--- config.mk ---
export PLATFORM = sky130hd
export DESIGN_NAME = ita_act_packer
export DESIGN_NICKNAME = d
export VERILOG_FILES = /design/src/rtl/ita_act_packer_pkg.sv /design/src/rtl/ita_act_fifo.sv /design/src/rtl/ita_act_packer.sv
export SDC_FILE = /design/constraint.sdc
export NUM_CORES = 1
export LEC_CHECK = 0
export ABC_AREA = 1
export CAP_MARGIN = 20
export CORE_MARGIN = 3
export CORE_UTILIZATION = 45
export CTS_CLUSTER_SIZE = 20
export DETAILED_ROUTE_END_ITERATION = 10
export PLACE_DENSITY_LB_ADDON = 0.2
export SYNTH_ARGS = -nofsm -noshare
export SYNTH_HDL_FRONTEND = slang
export SYNTH_SLANG_ARGS = --single-unit
--- constraint.sdc ---
create_clock -name clk_i -period 10 [get_ports clk_i]
set_clock_uncertainty 0.05 [all_clocks]
set_input_delay 1 -clock clk_i [delete_from_list [all_inputs] [get_ports clk_i]]
set_output_delay 1 -clock clk_i [all_outputs]
set_load 0.005 [all_outputs]
--- src/rtl/ita_act_packer_pkg.sv ---
// Shared constants and types for the ITA activation output packer.
package ita_act_packer_pkg;

  // Default lane count (one lane per PE) and activation output width.
  localparam int unsigned N_PE = 16;
  localparam int unsigned WO   = 8;

  // Completed-word buffer depth; fixed at 2 in this revision.
  localparam int unsigned ACT_PACK_FIFO_DEPTH = 2;

  // Packed activation word at the default geometry; lane k is element k.
  typedef logic signed [N_PE-1:0][WO-1:0] act_word_t;

  // Width of one buffered entry: packed data, lane strobes and the tile-last flag.
  function automatic int unsigned act_entry_width(input int unsigned lanes,
                                                  input int unsigned elem_w);
    return lanes * elem_w + lanes + 1;
  endfunction

endpackage : ita_act_packer_pkg

--- src/rtl/ita_act_fifo.sv ---
// Two-entry synchronous FIFO holding completed packed words.
// The head entry is presented directly from storage, so it holds steady until popped.
module ita_act_fifo #(
  parameter int unsigned W = 8
) (
  input  logic         clk,
  input  logic         rst,
  input  logic         push,
  input  logic [W-1:0] wdata,
  input  logic         pop,
  output logic [W-1:0] rdata,
  output logic         full,
  output logic         empty
);

  logic [W-1:0] mem [2];
  logic         wr_ptr;
  logic         rd_ptr;
  logic [1:0]   count;
  logic         do_push;
  logic         do_pop;

  // Qualify requests so an overflowing push or underflowing pop is ignored.
  always_comb begin
    do_push = push && !full;
    do_pop  = pop && !empty;
  end

  // Storage, pointers and occupancy update; simultaneous push and pop keep the count.
  always_ff @(posedge clk) begin
    if (rst) begin
      mem[0] <= '0;
      mem[1] <= '0;
      wr_ptr <= 1'b0;
      rd_ptr <= 1'b0;
      count  <= 2'd0;
    end else begin
      if (do_push) begin
        mem[wr_ptr] <= wdata;
        wr_ptr      <= ~wr_ptr;
      end
      if (do_pop) begin
        rd_ptr <= ~rd_ptr;
      end
      case ({do_push, do_pop})
        2'b10:   count <= count + 2'd1;
        2'b01:   count <= count - 2'd1;
        default: count <= count;
      endcase
    end
  end

  assign rdata = mem[rd_ptr];
  assign full  = (count == 2'd2);
  assign empty = (count == 2'd0);

endmodule : ita_act_fifo

--- src/rtl/ita_act_packer.sv ---
// Collects the serial activation stream into N-lane words and hands them out
// through a two-word buffer on a valid/ready interface.
module ita_act_packer
  import ita_act_packer_pkg::*;
#(
  parameter int unsigned N          = N_PE,
  parameter int unsigned DATA_W     = WO,
  parameter int unsigned FIFO_DEPTH = ACT_PACK_FIFO_DEPTH
) (
  input  logic                     clk_i,
  input  logic                     rst_i,
  input  logic                     valid_i,
  output logic                     ready_o,
  input  logic signed [DATA_W-1:0] data_i,
  input  logic                     last_i,
  output logic                     valid_o,
  input  logic                     ready_i,
  output logic [N*DATA_W-1:0]      data_o,
  output logic [N-1:0]             strb_o,
  output logic                     last_o,
  output logic [15:0]              word_cnt_o
);

  localparam int unsigned LANE_W = $clog2(N);
  localparam int unsigned WORD_W = N * DATA_W;
  localparam int unsigned ENTRY_W = act_entry_width(N, DATA_W);

  // Elaboration guard on the supported geometry.
  if (FIFO_DEPTH != 2 || N < 2) begin : g_param_chk
    $error("ita_act_packer: unsupported FIFO_DEPTH or N");
  end

  logic [LANE_W-1:0]             lane_cnt;
  logic [N-1:0][DATA_W-1:0]      acc;
  logic [N-1:0]                  strb;
  logic [N-1:0][DATA_W-1:0]      acc_fill;
  logic [N-1:0]                  strb_fill;
  logic                          accept;
  logic                          close;
  logic                          fifo_full;
  logic                          fifo_empty;
  logic                          pop;
  logic [ENTRY_W-1:0]            push_entry;
  logic [ENTRY_W-1:0]            head_entry;

  // Input acceptance depends only on registered buffer state.
  assign ready_o = !fifo_full;
  assign valid_o = !fifo_empty;
  assign pop     = valid_o && ready_i;

  // Accumulator and strobe as they look with the current element merged in.
  always_comb begin
    accept              = valid_i && ready_o;
    close               = accept && (last_i || (lane_cnt == LANE_W'(N - 1)));
    acc_fill            = acc;
    acc_fill[lane_cnt]  = data_i;
    strb_fill           = strb | (N'(1) << lane_cnt);
    push_entry          = {WORD_W'(acc_fill), strb_fill, last_i};
  end

  // Packing state: fill one lane per accepted element, clear when the word closes.
  always_ff @(posedge clk_i) begin
    if (rst_i) begin
      lane_cnt <= '0;
      acc      <= '0;
      strb     <= '0;
    end else if (accept) begin
      if (close) begin
        lane_cnt <= '0;
        acc      <= '0;
        strb     <= '0;
      end else begin
        lane_cnt <= lane_cnt + LANE_W'(1);
        acc      <= acc_fill;
        strb     <= strb_fill;
      end
    end
  end

  // Count of completed output handshakes, wrapping at 2^16.
  always_ff @(posedge clk_i) begin
    if (rst_i) begin
      word_cnt_o <= 16'd0;
    end else if (pop) begin
      word_cnt_o <= word_cnt_o + 16'd1;
    end
  end

  ita_act_fifo #(
    .W (ENTRY_W)
  ) u_fifo (
    .clk   (clk_i),
    .rst   (rst_i),
    .push  (close),
    .wdata (push_entry),
    .pop   (pop),
    .rdata (head_entry),
    .full  (fifo_full),
    .empty (fifo_empty)
  );

  assign data_o = head_entry[ENTRY_W-1 -: WORD_W];
  assign strb_o = head_entry[N:1];
  assign last_o = head_entry[0];

endmodule : ita_act_packer

==> summary.md, run 1 <==
| Metric | Value |
|---|---|
| Result of the run | `completed` |
| Fmax achieved | `between 150 and 200 MHz` |
| Total die area | `0.0465 mm^2` |
| Yosys synthesis warning count | `0` |
| Prevailing post-synth register cell | `sky130_fd_sc_hd__edfxtp_1` |
| Overflow left after global routing | `0` |
| Number of setup violations in the final report | `0` |
| Sequential element share of the synthesized area | `around three fifths` |
| Count of max-cap constraint violations | `0` |
| Share of async-settable or async-resettable flops after synthesis | `0%` |
| Post-CTS clock slew at the launch and capture registers of the worst setup and hold paths | `0.06 ns` |
| Worst supply voltage drop on vdd | `0.106 mV` |
| Average instance area after synthesis | `9.67 um^2` |
| Category of the critical setup timing path | `primary input to register` |
| Number of library cell types mapped by synthesis | `27` |
| Psw | `around 0.00099 W` |
| Half-perimeter wire length after placement | `27800 um` |
| Setup slack after layout | `4.84 ns` |
| Clk pwr share | `between 30% and 40%` |
| Diode count | `0` |
| Ratio of cells with drive above 1 in the final layout | `10.8%` |
| Resized Gates After CTS | `0` |
| Router iterations before antenna repair | `5` |
| First-iteration detailed-routing DRC count | `997` |
| Gate Count Post-Synth | `2045` |
| Data required time at the worst endpoint | `10.19 ns` |
| Final worst path period need | `5.16 ns` |
| Maximum level of the CTS H-tree | `2` |
| Routed wire length | `just under 50000 um` |
| Initial antenna violation count | `0` |
| Initial Utilization | `45.7%` |
| Std-Cell Rows | `76` |
| Max Slew Vio Count | `0` |
| TritonCTS clock tree | `yes` |
| Placed inst area | `roughly 0.022 mm^2` |
| Combinational fraction of design power | `a little under an eighth` |
| Largest net degree at the start of global routing | `84` |
| Worst Setup End Kind | `register` |
| Residual DRC count | `0` |
| Number of enable-type register cells in the synthesized netlist | `290` |
| Number of nets produced by synthesis | `2066` |
| Clock latency on the worst-skew pair | `0.57 ns` |
| Post-synthesis to final-layout area growth | `17.8%` |
| Clock root buffer | `sky130_fd_sc_hd__clkbuf_16` |
| Io pins | `176` |
| Total Power Consumption | `approximately 0.0042 W` |
| Number of nets in the finished design | `2179` |
| Number of clock sinks | `roughly 460` |
| Vertical die dimension | `216 um` |
| Buffers added on ports | `175` |
| Vias in the first global route | `14067` |
| Per-cell routed wire length | `17.5 um` |
| Worst-case clock buffer depth | `3` |
| Headroom to the max-slew limit | `27.5%` |
| Routed via count divided by cell count | `5.13` |
| Arrival time worst endpoint | `5.35 ns` |
| Cell leakage power | `7.71 nW` |
| Post-Synthesis Cell Area | `0.0198 mm^2` |
| Switching part of the total power | `between 20% and 30%` |
| Post-detailed-route count of antenna-violating nets | `0` |
| First-pass GRT wire length | `76200 um` |
| Internal Dissipation | `0.00324 W` |
| Aggregate global-route resource usage | `roughly a fifth` |
| Die X-Extent | `216 um` |
| Count of state elements after synthesis | `459` |
| Count of endpoints failing hold in the final timing report | `0` |
| Power density over the cells | `roughly 180 mW/mm^2` |
| Area of the core | `0.0433 mm^2` |
| Type of the tightest min-delay check | `register to register` |
| Clock buffers created by TritonCTS | `48` |
| Routability congestion estimate from global placement | `0.751` |
| Post-placement setup slack | `4.20 ns` |
| Post-route clock period utilization | `about half` |
| Setup repair after global routing missed its margin | `false` |
| Kind of start point of the critical path | `primary input` |
| Sum of negative setup slack | `0 ns` |
| Vias | `14266` |
| Number of buffers added to fix hold violations after cts | `0` |
| Sequential share of power | `49.6%` |
| Worst slew pin tran | `1.09 ns` |
| Area of all placed cells without fillers | `0.0233 mm^2` |
| Peak fanout along the critical path | `67` |
| Total setup buffers inserted after CTS | `0` |
## power groups by stage
stage | logic (W) | registers, W | clock network, W
detailed placement | 0.000488 | 0.00214 | 0
CTS | 0.000492 | 0.00210 | 0.00168
floorplan | 0.000248 | 0.00214 | 0
finish | 0.000483 | 0.00210 | 0.00165
global placement | 0.000487 | 0.00214 | 0
global route | 0.000519 | 0.00211 | 0.00175
## cells in the final DEF, fill, tap and decap left out
| master | synthesis | layout |
|---|---|---|
| sky130_fd_sc_hd__clkinv_2 | 0 | 3 |
| sky130_fd_sc_hd__a31oi_1 | 3 | 3 |
| sky130_fd_sc_hd__a211oi_1 | 1 | 1 |
| sky130_fd_sc_hd__nor2_1 | 344 | 343 |
| sky130_fd_sc_hd__clkdlybuf4s50_1 | 0 | 174 |
| sky130_fd_sc_hd__nand4_1 | 3 | 3 |
| sky130_fd_sc_hd__dfxtp_4 | 0 | 1 |
| sky130_fd_sc_hd__o21a_1 | 1 | 1 |
| sky130_fd_sc_hd__ha_1 | 8 | 8 |
| sky130_fd_sc_hd__buf_4 | 2 | 15 |
| sky130_fd_sc_hd__mux2_2 | 145 | 145 |
| sky130_fd_sc_hd__buf_16 | 0 | 1 |
| sky130_fd_sc_hd__o21ai_1 | 48 | 48 |
| sky130_fd_sc_hd__clkinv_1 | 0 | 6 |
| sky130_fd_sc_hd__nand2_1 | 436 | 432 |
| sky130_fd_sc_hd__a21oi_1 | 160 | 160 |
| sky130_fd_sc_hd__clkbuf_1 | 76 | 23 |
| sky130_fd_sc_hd__edfxtp_1 | 290 | 290 |
| sky130_fd_sc_hd__inv_2 | 1 | 1 |
| sky130_fd_sc_hd__clkbuf_16 | 0 | 49 |
| sky130_fd_sc_hd__clkbuf_8 | 0 | 6 |
| sky130_fd_sc_hd__nor3_1 | 3 | 3 |
| sky130_fd_sc_hd__nor2_4 | 1 | 2 |
| sky130_fd_sc_hd__nand2_4 | 0 | 4 |
| sky130_fd_sc_hd__nand3_1 | 22 | 22 |
| sky130_fd_sc_hd__nand2_2 | 1 | 1 |
| sky130_fd_sc_hd__o21bai_1 | 1 | 1 |
| sky130_fd_sc_hd__nand3_2 | 9 | 9 |
| sky130_fd_sc_hd__inv_1 | 181 | 181 |
| sky130_fd_sc_hd__dfxtp_1 | 169 | 168 |
| sky130_fd_sc_hd__o21ai_0 | 90 | 90 |
| sky130_fd_sc_hd__and3_1 | 1 | 1 |
## worst paths after layout
check / startpoint / endpoint / slack (ns) / cells after the start
worst max register to register: u_fifo.count[0] / u_fifo.mem[0][92] / 5.18 / 10
worst min register to register: u_fifo.rd_ptr / register / 0.39 / 1
worst max-delay path: valid_i / u_fifo.mem[0][92] / 4.84 / 9
worst min-delay path: u_fifo.rd_ptr / register / 0.39 / 1
## stage by stage
stage	hold WS [ns]	instances	util, %
after floorplan	0.376	2045	-
after global placement	0.377	2691	50.5
after detailed placement	0.385	2692	50.6
after CTS	0.390	2779	53.9
after global routing	0.426	2780	53.9
final	0.385	2780	53.9
## cells by family after synthesis
group / share of synthesized area [%]
adder cells (fa/ha/maj): 0.506
buffers and inverters: 6.27
AO/OA/AOI/OAI: 7.75
AND/OR/NAND/NOR: 16.1
flip-flops: 61.1
multiplexers: 8.25
## layer usage
metal | global-route usage (%) | up-vias | wire, um
li1 | - | 6912 | -
met1 | 26.5 | 6882 | 21500
met2 | 35.6 | 382 | 23300
met3 | 3.35 | 90 | 2590
met4 | 7.05 | 0 | 1330
met5 | 0 | - | 0
## cell type report
| cell class | instances | area, um^2 |
|---|---|---|
| timing repair buffer | 190 | 1880 |
| inverter | 182 | 683 |
| sequential | 459 | 12100 |
| clock inverter | 9 | 37.5 |
| fill | 3813 | 20000 |
| tap | 585 | 732 |
| multi-input combinational | 1277 | 6490 |
| clock buffer | 78 | 1400 |
## flip-flops by register name (all words and copies together) (netlist names), named ones only
name and cells:
strb 16, word_cnt_o 16, acc 128, u_fifo.rd_ptr 1, u_fifo.mem 290, u_fifo.wr_ptr 1
u_fifo.count 2, lane_cnt 4
## critical path: stages
cell and delay (ns):
sky130_fd_sc_hd__clkdlybuf4s50_1 0.53, sky130_fd_sc_hd__nand2_4 0.41, sky130_fd_sc_hd__inv_1 0.50, sky130_fd_sc_hd__nand2_2 0.15, sky130_fd_sc_hd__nor2_1 0.20, sky130_fd_sc_hd__nand2_4 0.45, sky130_fd_sc_hd__nand2_4 0.94, sky130_fd_sc_hd__buf_4 0.65
sky130_fd_sc_hd__buf_16 0.33
## cell usage after synthesis (22+ instances only)
cell,instances,area share [%]
sky130_fd_sc_hd__inv_1,181,3.4
sky130_fd_sc_hd__o21ai_1,48,1.2
sky130_fd_sc_hd__edfxtp_1,290,44
sky130_fd_sc_hd__nand2_1,436,8.3
sky130_fd_sc_hd__buf_2,40,1.0
sky130_fd_sc_hd__nor2_1,344,6.5
sky130_fd_sc_hd__mux2_2,145,8.3
sky130_fd_sc_hd__a21oi_1,160,4.0
sky130_fd_sc_hd__dfxtp_1,169,17
sky130_fd_sc_hd__nand3_1,22,0.56
sky130_fd_sc_hd__clkbuf_1,76,1.4
sky130_fd_sc_hd__o21ai_0,90,2.3
No activity file was read; power rests on OpenSTA's default activity.
==> run 2, diff against run 1 <==
Clock period 10 ns to 5 ns, I/O delays scaled along.
==> run 2 against run 1 <==
  * First-iteration DRC count is 5.9% lower
  * Hold slack better by 0.015 ns
  * Cell count is 0.25% higher
  * Worst setup slack worse by 3.3 ns
  * Non-clock buffer count is 4 higher
  * Combinational power is 96% higher
  * Global-route usage is 0.070 points lower
  * Largest power group unchanged
==> summary.md, run 2 (same netlist as run 1, synthesis figures left out) <==
| Metric | Value |
|---|---|
| Result of the run | `completed` |
| Diode count | `0 (unchanged)` |
| Number of buffers added to fix hold violations after cts | `0 (unchanged)` |
| Register name with the most flops | `u_fifo.mem` |
| Post-synthesis to final-layout area growth | `18.6%` |
| First-iteration detailed-routing DRC count | `938 (-5.9%)` |
| Std-Cell Rows | `76 (unchanged)` |
| Number of setup violations in the final report | `0 (unchanged)` |
| Router iterations before antenna repair | `5 (unchanged)` |
| Clock latency on the worst-skew pair | `0.57 ns (about the same)` |
| Die X-Extent | `216 um (unchanged)` |
| Kind of start point of the critical path | `register` |
| Data required time at the worst endpoint | `4.45 ns (-5.74 ns)` |
| Sum of negative setup slack | `0 ns (unchanged)` |
| Count of max-cap constraint violations | `0 (unchanged)` |
| Maximum level of the CTS H-tree | `2 (unchanged)` |
| Headroom to the max-slew limit | `27.5% (about the same)` |
| Final worst path period need | `3.48 ns` |
| Arrival time worst endpoint | `2.93 ns (-2.42 ns)` |
| Category of the critical setup timing path | `register to primary output` |
| Post-detailed-route count of antenna-violating nets | `0 (unchanged)` |
| Area of the core | `0.0433 mm^2 (unchanged)` |
| Routed wire length | `48400 um (-0.59%)` |
| Vias | `14247 (-0.13%)` |
| Count of endpoints failing hold in the final timing report | `0 (unchanged)` |
| Worst-case clock buffer depth | `3 (unchanged)` |
| Aggregate global-route resource usage | `20.6% (-0.070 points)` |
| Clock root buffer | `sky130_fd_sc_hd__clkbuf_16` |
| Most common library cell in the layout ignoring fill and taps | `sky130_fd_sc_hd__nand2_1` |
| Ratio of cells with drive above 1 in the final layout | `11.4% (+0.65 points)` |
| Combined area of the multi-input logic cells | `0.00651 mm^2 (+0.27%)` |
| Worst supply voltage drop on vdd | `0.236 mV (+120%)` |
| Type of the tightest min-delay check | `register to register` |
| Total setup buffers inserted after CTS | `0 (unchanged)` |
| Max Slew Vio Count | `0 (unchanged)` |
| Initial antenna violation count | `0 (unchanged)` |
| Initial Utilization | `45.7% (unchanged)` |
| Clock buffers created by TritonCTS | `48 (unchanged)` |
| Setup slack after layout | `1.52 ns (-3.32 ns)` |
| Half-perimeter wire length after placement | `27900 um (+0.27%)` |
| Post-placement setup slack | `1.60 ns (-2.60 ns)` |
| Peak fanout along the critical path | `63 (-6.0%)` |
| Vertical die dimension | `216 um (unchanged)` |
| Power density over the cells | `365 mW/mm^2 (+100%)` |
| Number of clock sinks | `459 (unchanged)` |
| Routability congestion estimate from global placement | `0.746 (-0.76%)` |
| Per-cell routed wire length | `17.4 um (-0.84%)` |
| Leading cell types in the layout, fill and taps excluded | `432 x sky130_fd_sc_hd__nand2_1, 343 x sky130_fd_sc_hd__nor2_1, 290 x sky130_fd_sc_hd__edfxtp_1` |
| Total die area | `0.0465 mm^2 (unchanged)` |
| Max reg flops | `290 (unchanged)` |
| Routed via count divided by cell count | `5.11 (-0.38%)` |
| Filler cells | `3858 (+1.2%)` |
| Post-route clock period utilization | `69.7%` |
| Largest registers | `u_fifo.mem (290), acc (128)` |
| Storage element area | `0.0121 mm^2 (unchanged)` |
| Post-CTS clock slew at the launch and capture registers of the worst setup and hold paths | `0.06 ns (about the same)` |
| Worst slew pin tran | `1.09 ns (+0.000109 ns)` |
| Overflow left after global routing | `0 (unchanged)` |
| Cell leakage power | `7.79 nW (+0.99%)` |
| Number of nets in the finished design | `2183 (+0.18%)` |
| First-pass GRT wire length | `76200 um (about the same)` |
| Fmax achieved | `~290 MHz` |
| Vias in the first global route | `14127 (+0.43%)` |
| Resized Gates After CTS | `0 (unchanged)` |
| Worst Setup End Kind | `primary output` |
| Largest net degree at the start of global routing | `147 (+75%)` |
| Io pins | `176 (unchanged)` |
| Setup repair after global routing missed its margin | `false` |
| TritonCTS clock tree | `yes` |
| Buffers added on ports | `175 (unchanged)` |
| Residual DRC count | `0 (unchanged)` |
[run 2: through the flow]
stage / total power (W) / utilization [%] / std cells / instance area (um^2) / hold WS (ns)
global route: 0.00887 / 54.2 / 2787 / 23500 / 0.410
global placement: 0.00526 / 50.8 / 2697 / 22000 / 0.379
CTS: 0.00868 / 54.2 / 2787 / 23500 / 0.400
detailed placement: 0.00526 / 50.8 / 2697 / 22000 / 0.390
floorplan: 0.00476 / - / 2045 / 19800 / 0.376
finish: 0.00857 / 54.2 / 2787 / 23500 / 0.401
[run 2: worst paths after layout]
path / start / end / slack (ns) / cells past startpoint
min reg2reg: strb[15] / strb[15] / 0.40 / 2
max: register / data_o[51] / 1.52 / 3
min: strb[15] / strb[15] / 0.40 / 2
max reg2reg: lane_cnt[2] / u_fifo.mem[1][10] / 1.62 / 5
[run 2: final cells by class]
cell class,instances,area share [%]
clock buffer,68,5.83
clock inverter,22,0.571
inverter,182,2.91
multi-input combinational,1277,27.7
sequential,459,51.6
tap,585,3.12
timing repair buffer,194,8.28
[run 2: metal layers]
layer  up-vias  part of all wire [%]  track usage, %
met5         -                     0               0
met4         0                   2.1            5.75
met2       372                    49            36.2
li1       6947                     -               -
met1      6854                    44            26.5
met3        74                   5.1            3.00
[run 2: power breakdown]
group	switching, W	internal (W)
clock network	0.00145	0.00195
registers	0.0000692	0.00415
logic	0.000497	0.000451
[run 2: critical path, cell delays in order, from the launching register on]
cell and delay (ns):
sky130_fd_sc_hd__dfxtp_4 0.95, sky130_fd_sc_hd__buf_12 0.44, sky130_fd_sc_hd__mux2_2 0.43, sky130_fd_sc_hd__clkdlybuf4s50_1 0.46
==> run 3, diff against run 2 <==
Clock period 5 ns to 3 ns, I/O delays scaled along.
==> run 3 against run 2 <==
  * Combinational power grew 78%
  * Cell count is 0.79% higher
  * Clock power grew 79%
  * Global-route usage increased by 0.42 points
  * Sequential cell count stayed put
  * Power increased by 73%
  * Die area did not move
  * Count of clock-buffer cells in the layout is 8 lower
  * Critical path depth stayed put
  * Critical path type unchanged
  * Largest cell class unchanged
==> summary.md, run 3 (same netlist as run 1, synthesis figures left out) <==
| Metric | Value |
|---|---|
| Number of clock sinks | `459 (unchanged)` |
| Type of the tightest min-delay check | `register to register` |
| Storage element area | `0.0121 mm^2 (unchanged)` |
| Ratio of cells with drive above 1 in the final layout | `12.5% (+1.1 points)` |
| Total die area | `0.0465 mm^2 (unchanged)` |
| Area of the core | `0.0433 mm^2 (unchanged)` |
| Register name with the most flops | `u_fifo.mem` |
| Post-route clock period utilization | `96.2%` |
| Worst r2r src | `lane_cnt[1]` |
| Vias in the first global route | `14060 (-0.47%)` |
| Max reg flops | `290 (unchanged)` |
| Post-synthesis to final-layout area growth | `20.7%` |
| Fmax achieved | `347 MHz` |
| Origin of the worst min-delay path | `u_fifo.rd_ptr` |
| Category of the critical setup timing path | `register to primary output` |
| Initial Utilization | `45.7% (unchanged)` |
| Count of max-cap constraint violations | `0 (unchanged)` |
| Vertical die dimension | `216 um (unchanged)` |
| Max Slew Vio Count | `0 (unchanged)` |
| Combined area of the multi-input logic cells | `0.00651 mm^2 (unchanged)` |
| Worst supply voltage drop on vdd | `0.414 mV (+75%)` |
| Post-detailed-route count of antenna-violating nets | `0 (unchanged)` |
| Filler cells | `3752 (-2.7%)` |
| Final worst path period need | `2.89 ns` |
| Maximum level of the CTS H-tree | `2 (unchanged)` |
| Sum of negative setup slack | `0 ns (unchanged)` |
| Number of buffers added to fix hold violations after cts | `0 (unchanged)` |
| Aggregate global-route resource usage | `21.0% (+0.42 points)` |
| Switching part of the total power | `23.2% (-0.35 points)` |
| Worst slew pin tran | `0.847 ns (-0.240 ns)` |
| Psw | `0.00343 W (+70%)` |
| Data required time at the worst endpoint | `2.65 ns (-1.80 ns)` |
| Io pins | `176 (unchanged)` |
| Routed wire length | `49100 um (+1.4%)` |
| Kind of start point of the critical path | `register` |
| Peak fanout along the critical path | `33 (-48%)` |
| Clock latency on the worst-skew pair | `0.58 ns (about the same)` |
| Headroom to the max-slew limit | `43.5% (+16 points)` |
| Leading cell types in the layout, fill and taps excluded | `432 x sky130_fd_sc_hd__nand2_1, 343 x sky130_fd_sc_hd__nor2_1, 290 x sky130_fd_sc_hd__edfxtp_1` |
| Number of nets in the finished design | `2205 (+1.0%)` |
| Setup slack on the worst flop-to-flop path | `0.48 ns (-1.14 ns)` |
| Routed via count divided by cell count | `5.14 (+0.46%)` |
| Sequential share of power | `47.4% (-1.8 points)` |
| Per-cell routed wire length | `17.5 um (+0.57%)` |
| Buffers added on ports | `175 (unchanged)` |
| Power density over the cells | `620 mW/mm^2 (+70%)` |
| Number of setup violations in the final report | `0 (unchanged)` |
| Combinational fraction of design power | `11.4% (+0.3 points)` |
| Count of endpoints failing hold in the final timing report | `0 (unchanged)` |
| TritonCTS clock tree | `yes` |
| Largest registers | `u_fifo.mem (290), acc (128)` |
| Initial antenna violation count | `0 (unchanged)` |
| Clk pwr share | `41.2% (+1.5 points)` |
| Routability congestion estimate from global placement | `0.737 (-1.2%)` |
| Final Util | `55.2% (+0.94 points)` |
| Cell leakage power | `7.99 nW (+2.7%)` |
| Worst-case clock buffer depth | `3 (unchanged)` |
| Total setup buffers inserted after CTS | `0 (unchanged)` |
| Clock root buffer | `sky130_fd_sc_hd__clkbuf_16` |
| Post-CTS clock slew at the launch and capture registers of the worst setup and hold paths | `0.06 ns (about the same)` |
| Router iterations before antenna repair | `7 (+2)` |
| Half-perimeter wire length after placement | `28700 um (+2.9%)` |
| First-pass GRT wire length | `77600 um (+1.9%)` |
| Most common library cell in the layout ignoring fill and taps | `sky130_fd_sc_hd__nand2_1` |
| Result of the run | `completed` |
| Resized Gates After CTS | `0 (unchanged)` |
| Vias | `14426 (+1.3%)` |
| Std-Cell Rows | `76 (unchanged)` |
| Internal Dissipation | `0.0114 W (+73%)` |
| Clock buffers created by TritonCTS | `48 (unchanged)` |
| Diode count | `0 (unchanged)` |
| Worst Setup End Kind | `primary output` |
| Overflow left after global routing | `0 (unchanged)` |
| Arrival time worst endpoint | `2.54 ns (-0.39 ns)` |
| Die X-Extent | `216 um (unchanged)` |
| First-iteration detailed-routing DRC count | `1153 (+23%)` |
| Capturing instance or port of the critical path | `data_o[79]` |
| Register-to-Register Path Depth | `8 (+3)` |
| Setup repair after global routing missed its margin | `false` |
| Largest net degree at the start of global routing | `147 (unchanged)` |
| Residual DRC count | `0 (unchanged)` |
| Worst r2r dst | `u_fifo.mem[0][133]` |
[run 3: critical path, cell delays in order (launching register included)]
cell	delay [ns]
sky130_fd_sc_hd__dfxtp_4	0.78
sky130_fd_sc_hd__buf_4	0.29
sky130_fd_sc_hd__mux2_2	0.40
sky130_fd_sc_hd__clkdlybuf4s50_1	0.47
[run 3: area by class of cell]
cell class | count | area share (%)
flip-flops and latches | 459 | 50.7
multi-input cells | 1277 | 27.3
repair buffers | 216 | 9.35
clock buffers | 60 | 5.53
well taps | 585 | 3.07
inverters | 182 | 2.86
clock inverters | 30 | 1.26
[run 3: how the worst min path moves through the flow]
stage                                 to  slack [ns]  cells after the start
final                           register        0.40                      1
after global routing            register        0.40                      1
after CTS                 word_cnt_o[11]        0.37                      5
after detailed placement        register        0.38                      1
after global placement          register        0.38                      1
after floorplan                 register        0.38                      1
[run 3: stage by stage]
stage / std cells / cell area [um^2] / hold WS [ns] / setup slack [ns] / power, W
global placement: 2719 / 22200 / 0.376 / 0.421 / 0.00884
finish: 2809 / 23900 / 0.399 / 0.115 / 0.0148
global route: 2809 / 23900 / 0.403 / 0.0269 / 0.0153
CTS: 2809 / 23900 / 0.369 / 0.0677 / 0.0149
floorplan: 2045 / 19800 / 0.376 / 0.0445 / 0.00792
detailed placement: 2719 / 22200 / 0.380 / 0.429 / 0.00886
[run 3: power groups by stage]
stage / clock network, W / registers, W / logic (W)
after floorplan: 0 / 0.00709 / 0.000828
after global placement: 0 / 0.00714 / 0.00171
after detailed placement: 0 / 0.00715 / 0.00171
final: 0.00609 / 0.00701 / 0.00169
after CTS: 0.00621 / 0.00701 / 0.00172
after global routing: 0.00647 / 0.00703 / 0.00181
[run 3: routing by layer]
layer  up-vias  global-route usage, %  share of wire (%)
li1       6991                      -                  -
met1      7021                   27.8                 44
met2       345                   35.5                 49
met3        69                   3.94                5.1
met4         0                   5.77                2.0
met5         -                      0                  0
